## src/rtl/cpu_pkg.sv

```systemverilog
// Shared definitions for the stack CPU: opcodes, sequencer phases and parameter defaults.
package cpu_pkg;

  localparam int unsigned DataWDefault = 8;
  localparam int unsigned DepthDefault = 16;
  localparam int unsigned PcWDefault   = 10;
  localparam int unsigned AddrWDefault = 8;

  typedef enum logic [7:0] {
    OpNop  = 8'h00,
    OpPush = 8'h01,
    OpOut  = 8'h02,
    OpAdd  = 8'h03,
    OpSub  = 8'h04,
    OpMul  = 8'h05,
    OpSt   = 8'h06,
    OpLd   = 8'h07,
    OpDup  = 8'h08,
    OpDrop = 8'h09,
    OpJmp  = 8'h0A,
    OpJz   = 8'h0B,
    OpJnz  = 8'h0C,
    OpHalt = 8'hFF
  } opcode_e;

  typedef enum logic [2:0] {
    StExec,
    StAddr,
    StMem,
    StPcupd,
    StHalt,
    StFault
  } phase_e;

  // Unassigned opcodes fold onto NOP so the core never sees an illegal value.
  function automatic opcode_e decode_op(input logic [7:0] raw);
    opcode_e op;
    case (raw)
      8'h01:   op = OpPush;
      8'h02:   op = OpOut;
      8'h03:   op = OpAdd;
      8'h04:   op = OpSub;
      8'h05:   op = OpMul;
      8'h06:   op = OpSt;
      8'h07:   op = OpLd;
      8'h08:   op = OpDup;
      8'h09:   op = OpDrop;
      8'h0A:   op = OpJmp;
      8'h0B:   op = OpJz;
      8'h0C:   op = OpJnz;
      8'hFF:   op = OpHalt;
      default: op = OpNop;
    endcase
    return op;
  endfunction

endpackage

```

## src/rtl/cpu_stack.sv

```systemverilog
// Operand stack storage: push, pop, or replace-top-two (pop two, push one) per cycle.
module cpu_stack
  import cpu_pkg::*;
#(
  parameter int unsigned DEPTH  = DepthDefault,
  parameter int unsigned DATA_W = DataWDefault
) (
  input  logic                       clk,
  input  logic                       rst,
  input  logic                       push,
  input  logic                       pop,
  input  logic                       replace,
  input  logic [DATA_W-1:0]          wdata,
  output logic [DATA_W-1:0]          top,
  output logic [DATA_W-1:0]          next,
  output logic [$clog2(DEPTH+1)-1:0] sp
);

  localparam int unsigned IdxW = $clog2(DEPTH);
  localparam int unsigned SpW  = $clog2(DEPTH+1);

  logic [DATA_W-1:0] mem_q [DEPTH];
  logic [SpW-1:0]    sp_q;
  logic [IdxW-1:0]   idx_push;
  logic [IdxW-1:0]   idx_top;
  logic [IdxW-1:0]   idx_next;

  always_comb begin
    idx_push = IdxW'(sp_q);
    idx_top  = IdxW'(sp_q - SpW'(1));
    idx_next = IdxW'(sp_q - SpW'(2));
  end

  assign top  = mem_q[idx_top];
  assign next = mem_q[idx_next];
  assign sp   = sp_q;

  // Entry contents are don't-care until written, so storage carries no reset.
  always_ff @(posedge clk) begin
    if (push) begin
      mem_q[idx_push] <= wdata;
    end else if (replace) begin
      mem_q[idx_next] <= wdata;
    end
  end

  always_ff @(posedge clk or negedge rst) begin
    if (!rst) begin
      sp_q <= '0;
    end else if (push) begin
      sp_q <= sp_q + SpW'(1);
    end else if (pop || replace) begin
      sp_q <= sp_q - SpW'(1);
    end
  end

endmodule

```

## src/rtl/stack_cpu.sv

```systemverilog
// Four-phase stack CPU: EXEC decodes and checks, ADDR/MEM drive data memory and the
// stack, PCUPD advances pc. HALT and FAULT are terminal until reset.
module stack_cpu
  import cpu_pkg::*;
#(
  parameter int unsigned DATA_W = DataWDefault,
  parameter int unsigned DEPTH  = DepthDefault,
  parameter int unsigned PC_W   = PcWDefault,
  parameter int unsigned ADDR_W = AddrWDefault
) (
  input  logic                       clk,
  input  logic                       rst,
  input  logic [15:0]                insn,
  output logic [PC_W-1:0]            pc,
  output logic [ADDR_W-1:0]          mem_addr,
  output logic                       mem_wr,
  output logic [DATA_W-1:0]          wr_data,
  input  logic [DATA_W-1:0]          rd_data,
  output logic [DATA_W-1:0]          reg0,
  output logic                       reg0_wr,
  output logic [$clog2(DEPTH+1)-1:0] sp,
  output logic                       halted,
  output logic [1:0]                 fault
);

  localparam int unsigned SpW = $clog2(DEPTH+1);

  phase_e            state_q, state_d;
  opcode_e           op_in, op_q;
  logic [7:0]        opnd_q;
  logic              take_q;
  logic [PC_W-1:0]   pc_q, pc_next;
  logic [ADDR_W-1:0] mem_addr_q;
  logic              mem_wr_q;
  logic [DATA_W-1:0] wr_data_q;
  logic [DATA_W-1:0] reg0_q;
  logic              reg0_wr_q;
  logic [1:0]        fault_q;

  logic              need_two, need_one, need_room;
  logic              uf, of;

  logic              stk_push, stk_pop, stk_replace;
  logic [DATA_W-1:0] stk_wdata, stk_top, stk_next;
  logic [SpW-1:0]    stk_sp;

  cpu_stack #(
    .DEPTH  (DEPTH),
    .DATA_W (DATA_W)
  ) u_stack (
    .clk     (clk),
    .rst     (rst),
    .push    (stk_push),
    .pop     (stk_pop),
    .replace (stk_replace),
    .wdata   (stk_wdata),
    .top     (stk_top),
    .next    (stk_next),
    .sp      (stk_sp)
  );

  // Precondition check on the live instruction; DUP reports underflow before overflow.
  always_comb begin
    op_in     = decode_op(insn[15:8]);
    need_two  = (op_in == OpAdd) || (op_in == OpSub) || (op_in == OpMul);
    need_one  = (op_in == OpOut) || (op_in == OpSt) || (op_in == OpDup) ||
                (op_in == OpDrop) || (op_in == OpJz) || (op_in == OpJnz);
    need_room = (op_in == OpPush) || (op_in == OpLd) || (op_in == OpDup);
    uf        = (need_two && (stk_sp < SpW'(2))) || (need_one && (stk_sp == '0));
    of        = !uf && need_room && (stk_sp == SpW'(DEPTH));
  end

  always_ff @(posedge clk or negedge rst) begin
    if (!rst) begin
      state_q <= StExec;
    end else begin
      state_q <= state_d;
    end
  end

  always_comb begin
    state_d = state_q;
    unique case (state_q)
      StExec: begin
        if (op_in == OpHalt) begin
          state_d = StHalt;
        end else if (uf || of) begin
          state_d = StFault;
        end else begin
          state_d = StAddr;
        end
      end
      StAddr:  state_d = StMem;
      StMem:   state_d = StPcupd;
      StPcupd: state_d = StExec;
      StHalt:  state_d = StHalt;
      StFault: state_d = StFault;
      default: state_d = StExec;
    endcase
  end

  always_comb begin
    stk_push    = 1'b0;
    stk_pop     = 1'b0;
    stk_replace = 1'b0;
    stk_wdata   = '0;
    if (state_q == StMem) begin
      case (op_q)
        OpPush: begin
          stk_push  = 1'b1;
          stk_wdata = DATA_W'(opnd_q);
        end
        OpLd: begin
          stk_push  = 1'b1;
          stk_wdata = rd_data;
        end
        OpDup: begin
          stk_push  = 1'b1;
          stk_wdata = stk_top;
        end
        OpAdd: begin
          stk_replace = 1'b1;
          stk_wdata   = stk_next + stk_top;
        end
        OpSub: begin
          stk_replace = 1'b1;
          stk_wdata   = stk_next - stk_top;
        end
        OpMul: begin
          stk_replace = 1'b1;
          stk_wdata   = stk_next * stk_top;
        end
        OpSt, OpDrop, OpJz, OpJnz: stk_pop = 1'b1;
        default: ;
      endcase
    end

    case (op_q)
      OpJmp:       pc_next = PC_W'(opnd_q);
      OpJz, OpJnz: pc_next = take_q ? PC_W'(opnd_q) : pc_q + PC_W'(1);
      default:     pc_next = pc_q + PC_W'(1);
    endcase
  end

  always_ff @(posedge clk or negedge rst) begin
    if (!rst) begin
      op_q       <= OpNop;
      opnd_q     <= '0;
      take_q     <= 1'b0;
      pc_q       <= '0;
      mem_addr_q <= '0;
      mem_wr_q   <= 1'b0;
      wr_data_q  <= '0;
      reg0_q     <= '0;
      reg0_wr_q  <= 1'b0;
      fault_q    <= '0;
    end else begin
      case (state_q)
        StExec: begin
          op_q       <= op_in;
          opnd_q     <= insn[7:0];
          mem_addr_q <= ADDR_W'(insn[7:0]);
          if (op_in != OpHalt) begin
            if (uf || of) begin
              fault_q <= {of, uf};
            end else if (op_in == OpOut) begin
              reg0_q    <= stk_top;
              reg0_wr_q <= 1'b1;
            end
          end
        end
        StAddr: begin
          reg0_wr_q <= 1'b0;
          if (op_q == OpSt) begin
            mem_wr_q  <= 1'b1;
            wr_data_q <= stk_top;
          end
        end
        StMem: begin
          mem_wr_q <= 1'b0;
          take_q   <= (op_q == OpJz) ? (stk_top == '0) : (stk_top != '0);
        end
        StPcupd: pc_q <= pc_next;
        default: ;
      endcase
    end
  end

  assign pc       = pc_q;
  assign mem_addr = mem_addr_q;
  assign mem_wr   = mem_wr_q;
  assign wr_data  = wr_data_q;
  assign reg0     = reg0_q;
  assign reg0_wr  = reg0_wr_q;
  assign sp       = stk_sp;
  assign halted   = (state_q == StHalt);
  assign fault    = fault_q;

endmodule

```

## config.mk

```make
export PLATFORM = sky130hd
export DESIGN_NAME = stack_cpu
export DESIGN_NICKNAME = d
export VERILOG_FILES = /design/src/rtl/cpu_pkg.sv /design/src/rtl/cpu_stack.sv /design/src/rtl/stack_cpu.sv
export SDC_FILE = /design/constraint.sdc
export NUM_CORES = 1
export LEC_CHECK = 0
export ABC_AREA = 0
export BUFFER_PORTS_ARGS = -buffer_cell sky130_fd_sc_hd__buf_2
export CORE_MARGIN = 2
export CORE_UTILIZATION = 35
export CTS_CLUSTER_SIZE = 14
export DETAILED_ROUTE_END_ITERATION = 8
export PLACE_DENSITY_LB_ADDON = 0.2
export SETUP_SLACK_MARGIN = 0.1
export SYNTH_ARGS = -nofsm -noshare
export SYNTH_HDL_FRONTEND = slang
export SYNTH_SLANG_ARGS = --single-unit
```

## constraint.sdc

```tcl
create_clock -name clk -period 15.2 [get_ports clk]
set_input_delay 2.28 -clock clk [delete_from_list [all_inputs] [get_ports clk]]
set_output_delay 2.28 -clock clk [all_outputs]
set_load 0.05 [all_outputs]
```

Yosys cells after proc, flatten, opt, wreduce, memory -nomap -nowiden --
Memory sizes are Yosys's and may differ from the RTL's. Cells that the tools add are included.
Operators by class: $add $sub $neg 6, multipliers 1, magnitude comparators 1, equality and inequality tests 47, mux-type cells 31, bitwise operators 1, reduce and logical (&&, ||, !) cells 34
Operators by type and width (number):
- $eq A8 B4 Y1 const B | 14
- $pmux W8 S13 | 1
- $eq A8 B3 Y1 const B | 12
- $pmux W8 S6 | 1
- $eq A8 B2 Y1 const B | 5
- $eq A8 B1 Y1 const B | 3
- $pmux W10 S2 | 1
- $mux W1 | 17
- $eq A8 B8 Y1 const B | 2
- $mux W8 | 2
- $pmux W3 S5 | 1
- $logic_or A1 B1 Y1 | 12
- $add A10 B1 Y10 const B | 1
- $mux W10 | 1
- $mux W5 | 2
- $add A8 B8 Y8 | 1
- $logic_not A8 Y1 | 1
- $mul A8 B8 Y8 | 1
- $ne A2 B2 Y1 const B | 4
- $ne A8 B8 Y1 const B | 1
- $reduce_and A4 Y1 | 2
- $reduce_bool A8 Y1 | 1
- $reduce_or A8 Y1 | 1
- $sub A8 B8 Y8 | 1
- 22 further kinds | 33
Storage, ports and cells: register bits after elaboration 55, bits in writable memories 128, input port bits 26, logic and storage cells 133, memories 1
Memories:
- u_stack.mem_q | depth 16, bits a word 8, rd ports 2, clocked after memory_dff 0, wr ports 1, RTL line cpu_stack.sv:22 | logic [DATA_W-1:0] mem_q [DEPTH];

Longest topological paths before layout --
Gate-level depths: netlist (run 1).
depth in word-level cells 17, gate-level depth with buffers 30, gate-level depth less buffers 23

Cells and area by module --
A second synthesis (run 1) with hierarchy kept.
Unflattened totals: cells, all modules 812, area, all modules 10447.5 µm²
By module, submodules not included:
- cpu_stack | instances 1, cells an instance 340, area an instance 6467.5 µm², seq. area each 3968.8 µm²
- stack_cpu | instances 1, cells an instance 472, area an instance 3980.1 µm², seq. area each 1176.1 µm²

Worst setup path after synthesis (run 1) --
OpenSTA, ideal clock, no wires.
kind reg2reg, start register u_stack.sp_q[1] (netlist: u_stack.sp[1]), end memory u_stack.mem_q[0][7] in the netlist's numbering, data pin, arrival 7.420 ns, setup slack 7.477 ns, cell stages (with the launch flop) 29, buffers on the path 6, clock period less this slack 7.723 ns, cells stage by stage dfrtp_1 > clkbuf_1 > buf_2 > inv_1 > ha_1 > buf_2 > clkbuf_1 > clkbuf_1 > mux4_2 > mux2i_1 > nor2_1 > a221o_1 > clkbuf_1 > and2_1 > ha_1 > fa_1 > ha_1 > inv_1 > fa_1 > inv_1 > fa_1 > a21o_1 > a21oi_1 > xnor2_1 > xnor2_1 > xnor2_1 > xnor3_1 > nand2b_1 > a31oi_1
On the way: longest elaborated chain between the ends 6, elaborated cells on any way between the ends 9, those cells by class add/sub (4); mul (1); mux (3); memory (1)
RTL lines:
- start: declaration | RTL line cpu_stack.sv:23 | logic [SpW-1:0] sp_q;
- start signal: assignment | RTL line cpu_stack.sv:51 | sp_q <= sp_q + SpW'(1);
- start signal: assignment | RTL line cpu_stack.sv:53 | sp_q <= sp_q - SpW'(1);
- $sub A5 B1 Y5 / $sub A4 B2 Y4 (equally long branches)
- $mem_v2 Z16 W8 *
- $mul A8 B8 Y8, or another cell as far along | RTL line stack_cpu.sv:131 | stk_wdata = stk_next * stk_top;
- $pmux W8 S6 * | RTL line stack_cpu.sv:108 | case (op_q)
- $mux W8 * | RTL line stack_cpu.sv:107 | if (state_q == StMem) begin
- net stk_wdata[7] | RTL line stack_cpu.sv:44 | logic [DATA_W-1:0] stk_wdata, stk_top, stk_next;
- $mux W8 (no line) *
- end: declaration | RTL line cpu_stack.sv:22
The timed path passes the listed nets; every way through them passes the cells marked *.

Worst setup path in the final report (run 1) --
start register u_stack.sp_q[1] (netlist: u_stack.sp[1]), end memory u_stack.mem_q[13][7] in the netlist's numbering, data pin
Same word-level chain as after synthesis.

==> flow_metrics.tcl, run 1 <==
set metrics [dict create \
    r2r_start "u_stack.sp[1]" \
    synth.avg_cell_area_um2 13.7 \
    relSlewSlack_pct 27.9 \
    numPortBuffers 69 \
    synth-seq-cells 180 \
    fp.dieW_um 176 \
    vias 6665 \
    synth_top_family_by_area "multiplexers" \
    worstPathRequired_ps 15460 \
    cp_slowest_cell "xor2_4" \
    use_met3_pct 2.90 \
    finalSetupViolCount 0 \
    syn_nets 826 \
    fp.dieH_um 176 \
    min_path_type "reg -> reg" \
    grt_pass1_vias 6726 \
    r2r_setup_slack_ps 7590 \
    worstPathArrival_ps 7870 \
    drv_cap 0 \
    clock_skew_ps 23.5 \
    cp_max_fo 35 \
    fin_tns_setup_ps 0 \
    cts_buffers 17 \
    synth_compound_area_share_pct 6.39 \
    grt-ovfl-total 0 \
    root_buffer "clkbuf_16" \
    grtUsageMet1_pct 23.8 \
    clkTransAtPathRegs_ps 70 \
    antenna_found_initial 0 \
    min_from "wr_data[0]" \
    holdBufCountCts 0 \
    synth_mux_area_share_pct 20.9 \
    yosys.area_share.xor_xnor_pct 3.78 \
    cpPeakStageDelay_ps 750 \
    diodes 0 \
    clk_path_buf_depth 2 \
    grt.busiest_layer "met2" \
    ys_types 64 \
    clk_latency_ps 450 \
    path_cells "buf_4 > inv_1 > ha_1 > xor2_4 > mux4_2 > a221o_1 > and2_1 > ha_1 > fa_1 > ha_1 > inv_1 > fa_1 > inv_1 > fa_1 > a21o_1 > a21oi_1 > xnor2_1 > xnor2_1 > xnor2_1 > xnor3_1 > nand2b_1 > a31oi_1 > buf_4" \
    synth_area_leaders "edfxtp_1 (37%), mux4_2 (13%), dfrtp_1 (13%)" \
    drive_above_1_share_pct 26.5 \
    min_path_cells 2 \
    critPathKind "reg -> reg" \
    crit_path_start_kind "register" \
    vias_per_cell 5.46 \
    cts_resized 0 \
    fp-row-count 62 \
    synthArstFlopShare_pct 28.9 \
    post-dp-hpwl_um 18100 \
    fmax_mhz 131 \
    tightest_slew_ps 1080 \
    hold_viol_final 0 \
    synth-warning-count 0 \
    final.period_utilization_pct 50.0 \
    yosys.area.top_type "edfxtp_1" \
    final_core_util_pct 40.8 \
    dp.cells 1189 \
    start_util_pct 35.8 \
    drc 0 \
    post_cts_buffers 0 \
    r2r_cells 23 \
    dieArea_mm2 0.0309 \
    yosys.area_share.simple_pct 9.14 \
    synth_area_mm2 0.0103 \
    antenna_left 0 \
    io_pins 70 \
    cp-end-kind "register" \
    grt_usage_pct 17.3 \
    clock-sinks 180 \
    use_met2_pct 28.7 \
    report.final.slew_viol_count 0 \
    wire_per_inst_um 21.2 \
    syn_inst 755 \
    drtPass1Iterations 6 \
    fin_cells 1221 \
    drt_iter0_markers 554 \
    critPathBufInv 5 \
    min_to "wr_data[0]" \
    core_area_mm2 0.0289 \
    cts.htree.levels 4 \
    ys.flop_type "edfxtp_1" \
    outcome "completed" \
    synth_top_cell_area_share_pct 37.2 \
    grt_pass1_wl_um 40400 \
    finalWeightedCongestion 0.785 \
    cts_tree "built" \
    synth_edf_count 128 \
    ys_seq_area_share_pct 49.8 \
    synth-adder-area-share_pct 6.39 \
    path_delay_family "adder cells" \
    rsz0062_at_grt "no" \
    area_delta_synth_final_pct 13.8 \
    period_needed_ps 7610 \
    drt-total-wl_um 25900 \
    grt_max_degree 53 \
    fin_nets 895 \
    timing.rr.end "u_stack.mem_q[13][7]" \
]
## cells by family after synthesis
family | Yosys count
flops | 180
simple gates | 196
fa+ha+maj | 45
compound gates | 103
xor+xnor | 37
mux | 115
buf+inv | 79
## cell usage in the layout (no fill, tap or decap), drive strengths merged, types with 3 or more instances in the layout
master / instances
edfxtp: 128
buf: 90
mux4: 73
nand2: 64
nor2: 56
dfrtp: 52
inv: 43
ha: 32
o21ai: 29
a21oi: 27
mux2: 26
xnor2: 22
and2: 18
clkbuf: 17
mux2i: 16
a31oi: 14
fa: 13
xor2: 13
clkinv: 10
nor3: 10
nand3: 8
a222oi: 8
nor3b: 6
nor4: 6
nand4: 5
a221o: 5
a21o: 5
nand2b: 4
and3: 4
nand3b: 3
nor2b: 3
or3: 3
## worst reg2reg max path: cells and delay by family, from the launching register on
family | cells | cell delay [ps]
simple gates | 2 | 430
flops | 1 | 320
mux | 1 | 600
compound gates | 4 | 1150
xor+xnor | 5 | 1570
fa+ha+maj | 6 | 2280
buf+inv | 5 | 1080
## cell usage after synthesis (9+ instances only)
| master | number |
|---|---|
| mux2_2 | 26 |
| xor2_1 | 11 |
| fa_1 | 13 |
| mux4_1 | 14 |
| a21oi_1 | 27 |
| ha_1 | 32 |
| a31oi_1 | 14 |
| mux2i_1 | 15 |
| and2_1 | 17 |
| edfxtp_1 | 128 |
| clkbuf_1 | 26 |
| mux4_2 | 59 |
| inv_1 | 37 |
| xnor2_1 | 22 |
| o21ai_0 | 28 |
| nor2_1 | 55 |
| dfrtp_1 | 52 |
| nor3_1 | 9 |
| nand2_1 | 63 |
## how the worst max path moves through the flow
stage                        startpoint              endpoint  slack, ps  cells after the start
after floorplan           u_stack.sp[1]   u_stack.mem_q[0][7]       7480                     28
after global placement    u_stack.sp[1]   u_stack.mem_q[4][7]       7600                     23
after detailed placement  u_stack.sp[1]   u_stack.mem_q[6][7]       7530                     23
after CTS                 u_stack.sp[1]  u_stack.mem_q[13][7]       7490                     23
after global routing      u_stack.sp[1]  u_stack.mem_q[13][7]       7090                     23
final                     u_stack.sp[1]  u_stack.mem_q[13][7]       7590                     23
## per-layer routing
layer,up-vias,share of wire [%]
met4,0,1.2
met3,20,4.3
li1,3034,-
met2,176,49
met1,3435,46
met5,-,0
## layout make-up
cell class / count / area [um2]
clock inverters: 15 / 230
repair buffers: 90 / 503
clock buffers: 17 / 425
multi-input cells: 496 / 4830
inverters: 39 / 146
flip-flops and latches: 180 / 5150
well taps: 384 / 480
fillers: 2746 / 17100
## registers in the layout, indices dropped and copies added, names as in the netlist
register and cells:
op_q 5, pc 10, reg0_wr 1, mem_wr 1
state_q 3, reg0 8, u_stack.sp 5, wr_data 8
mem_addr 8, fault 2, u_stack.mem_q 128, take_q 1
## per-stage QoR
step	cell area (um2)	hold WS [ps]	setup slack [ps]
4_1_cts	11800	486	7490
3_5_place_dp	11100	471	7530
3_3_place_gp	11100	463	7600
2_1_floorplan	10300	455	7480
5_1_grt	11800	509	7090
6_report	11800	478	7590
Power of run 1 is left out: the tool's default activity adds up to more than one toggle a clock period on the data nets, which glitch-free logic cannot reach.
==> run 2, diff against run 1 <==
Settings changed: ABC_AREA 0 to 1.
Clock period 15.2 ns to 6.1 ns, I/O delays scaled along.
==> flow_metrics.tcl, run 2 <==
set metrics [dict create \
    syn_nets 1422 \
    worstPathRequired_ps 6360 \
    dp_slack_ps 388 \
    yosys.area.top_type "edfxtp_1" \
    fin_tns_setup_ps 0 \
    combPwrFrac_pct 1.0 \
    cts.htree.levels 4 \
    fmax_mhz 177 \
    min_path_type "reg -> reg" \
    clkPwrFrac_pct 45.9 \
    fp-row-count 65 \
    fillerInstances 3191 \
    r2r_setup_slack_ps 470 \
    drc 0 \
    grt_pass1_vias 9111 \
    p_sw_share_pct 21.1 \
    antenna_left 0 \
    synthArstFlopShare_pct 28.9 \
    worstPathArrival_ps 5890 \
    synth_area_leaders "edfxtp_1 (34%), nand2_1 (12%), dfrtp_1 (12%)" \
    cts_tree "built" \
    clock-sinks 180 \
    clk_path_buf_depth 2 \
    power.ir.vdd_worst_uv 189 \
    start_util_pct 35.5 \
    cp-end-kind "register" \
    synth_edf_count 128 \
    core_area_mm2 0.0315 \
    syn_inst 1351 \
    final_common_cell "nand2_1" \
    largest_register_ffs 128 \
    dp.cells 1801 \
    io_pins 70 \
    fin_nets 1490 \
    clk_latency_ps 450 \
    fp.dieW_um 183 \
    cp_max_fo 22 \
    cp_slowest_cell "fa_1" \
    diodes 0 \
    cpPeakStageDelay_ps 550 \
    grt_usage_pct 20.5 \
    regMostFlops "u_stack.mem_q" \
    dieArea_mm2 0.0334 \
    relSlewSlack_pct 22.2 \
    drv_cap 0 \
    cts_buffers 17 \
    ys_types 52 \
    outcome "completed" \
    final_cell_mix "nand2_1 (359), nand3_1 (184), inv_1 (145)" \
    finalSetupViolCount 0 \
    vias_per_cell 5.23 \
    crit_path_start_kind "register" \
    fin_ws_ps 466 \
    grt_pass1_wl_um 51900 \
    leakage_nw 5.55 \
    fin_area_mm2 0.0125 \
    synthTopCellsByCount "nand2_1 (359), nand3_1 (184), inv_1 (146)" \
    yosysMostFrequentCell "nand2_1" \
    report.final.slew_viol_count 0 \
    hold_viol_final 0 \
    drt_iter0_markers 962 \
    final.period_utilization_pct 92.4 \
    root_buffer "clkbuf_16" \
    synth_area_mm2 0.0112 \
    synth-warning-count 0 \
    period_needed_ps 5630 \
    grt_max_degree 114 \
    power.internal_mw 1.92 \
    ys_seq_area_share_pct 46.0 \
    finalWeightedCongestion 0.925 \
    synth.avg_cell_area_um2 8.27 \
    numPortBuffers 69 \
    ys.flop_type "edfxtp_1" \
    drt-total-wl_um 33500 \
    p_seq_share_pct 53.2 \
    p_sw_mw 0.515 \
    synth_top_cell_area_share_pct 34.4 \
    holdBufCountCts 0 \
    p_per_area_mw_per_mm2 195 \
    clock_skew_ps 17.5 \
    antenna_found_initial 0 \
    vias 9586 \
    fin_cells 1834 \
    wire_per_inst_um 18.3 \
    post-dp-hpwl_um 24000 \
    critPathKind "reg -> reg" \
    drtPass1Iterations 5 \
    rsz0062_at_grt "no" \
    crit_top_cell "inv_1" \
    synth-seq-cells 180 \
    fp.dieH_um 183 \
    final_core_util_pct 39.8 \
    placed_area_mm2 0.0119 \
    area_delta_synth_final_pct 12.1 \
    tightest_slew_ps 1160 \
    grt-ovfl-total 0 \
    drive_above_1_share_pct 13.3 \
    clkTransAtPathRegs_ps 70 \
]
## run 2: changes by cell type after synthesis, moves of 18 or more
cell	previous run	this run
nand2_1	63	359
nand3_1	8	184
inv_1	37	146
nor2_1	55	130
mux4_2	59	0
o21ai_0	28	70
mux2_2	26	0
xnor2_1	22	1
buf_6	4	22
o211ai_1	1	19
## run 2: worst paths after layout
kind                          startpoint                  end  depth (start not counted)
min in group asynchronous            rst                pc[8]                          2
max in group asynchronous            rst        u_stack.sp[0]                          2
setup / recovery           u_stack.sp[1]  u_stack.mem_q[6][7]                         25
hold reg to reg                  reg0[7]              reg0[7]                          2
hold / removal                   reg0[7]              reg0[7]                          2
setup reg to reg           u_stack.sp[1]  u_stack.mem_q[6][7]                         25
## run 2: what timing repair did
action,in CTS,in global routing
setup endpoints to repair,0,16
setup buffers,0,1
resized for setup,0,2
## run 2: cell type report
| type | instances | area [um2] | share of cell area (%) |
|---|---|---|---|
| Clock inverter | 10 | 113 | 0.899 |
| Multi-Input combinational cell | 956 | 5030 | 40.1 |
| Tap cell | 402 | 503 | 4.01 |
| Timing Repair Buffer | 104 | 646 | 5.15 |
| Inverter | 160 | 609 | 4.86 |
| Clock buffer | 22 | 485 | 3.87 |
| Sequential cell | 180 | 5150 | 41.1 |
## run 2: stage by stage
stage	hold slack [ps]	total power [mW]
after floorplan	460	1.33
after global placement	459	1.35
after detailed placement	468	1.35
after CTS	486	2.46
after global routing	501	2.51
final	478	2.44
## run 2: cell families after synthesis
logic type | synth area share, %
flip-flops | 46.0
AND/OR/NAND/NOR | 28.1
buffers and inverters | 9.10
AO/OA/AOI/OAI | 8.80
adder cells (fa/ha/maj) | 5.91
XOR/XNOR | 2.04
## run 2: metal layers
| layer | GRT usage [%] | share of wire, % |
|---|---|---|
| met4 | 8.68 | 3.3 |
| met1 | 27.3 | 45 |
| met3 | 4.19 | 6.4 |
| met5 | 0 | 0 |
| met2 | 32.5 | 46 |
## run 2: critical path: cells and delay by family, from the launching register on
kind	cells	cell delay [ps]
flops	1	380
fa+ha+maj	6	2690
simple gates	9	1010
buf+inv	7	970
compound gates	3	410
## run 2: power groups by stage
stage | combinational, mW | clock (mW) | sequential [mW]
CTS | 0.0239 | 1.14 | 1.30
finish | 0.0232 | 1.12 | 1.30
floorplan | 0.00494 | 0 | 1.32
detailed placement | 0.0238 | 0 | 1.32
global route | 0.0266 | 1.19 | 1.30
global placement | 0.0241 | 0 | 1.32
No activity file was read; power rests on OpenSTA's default activity.
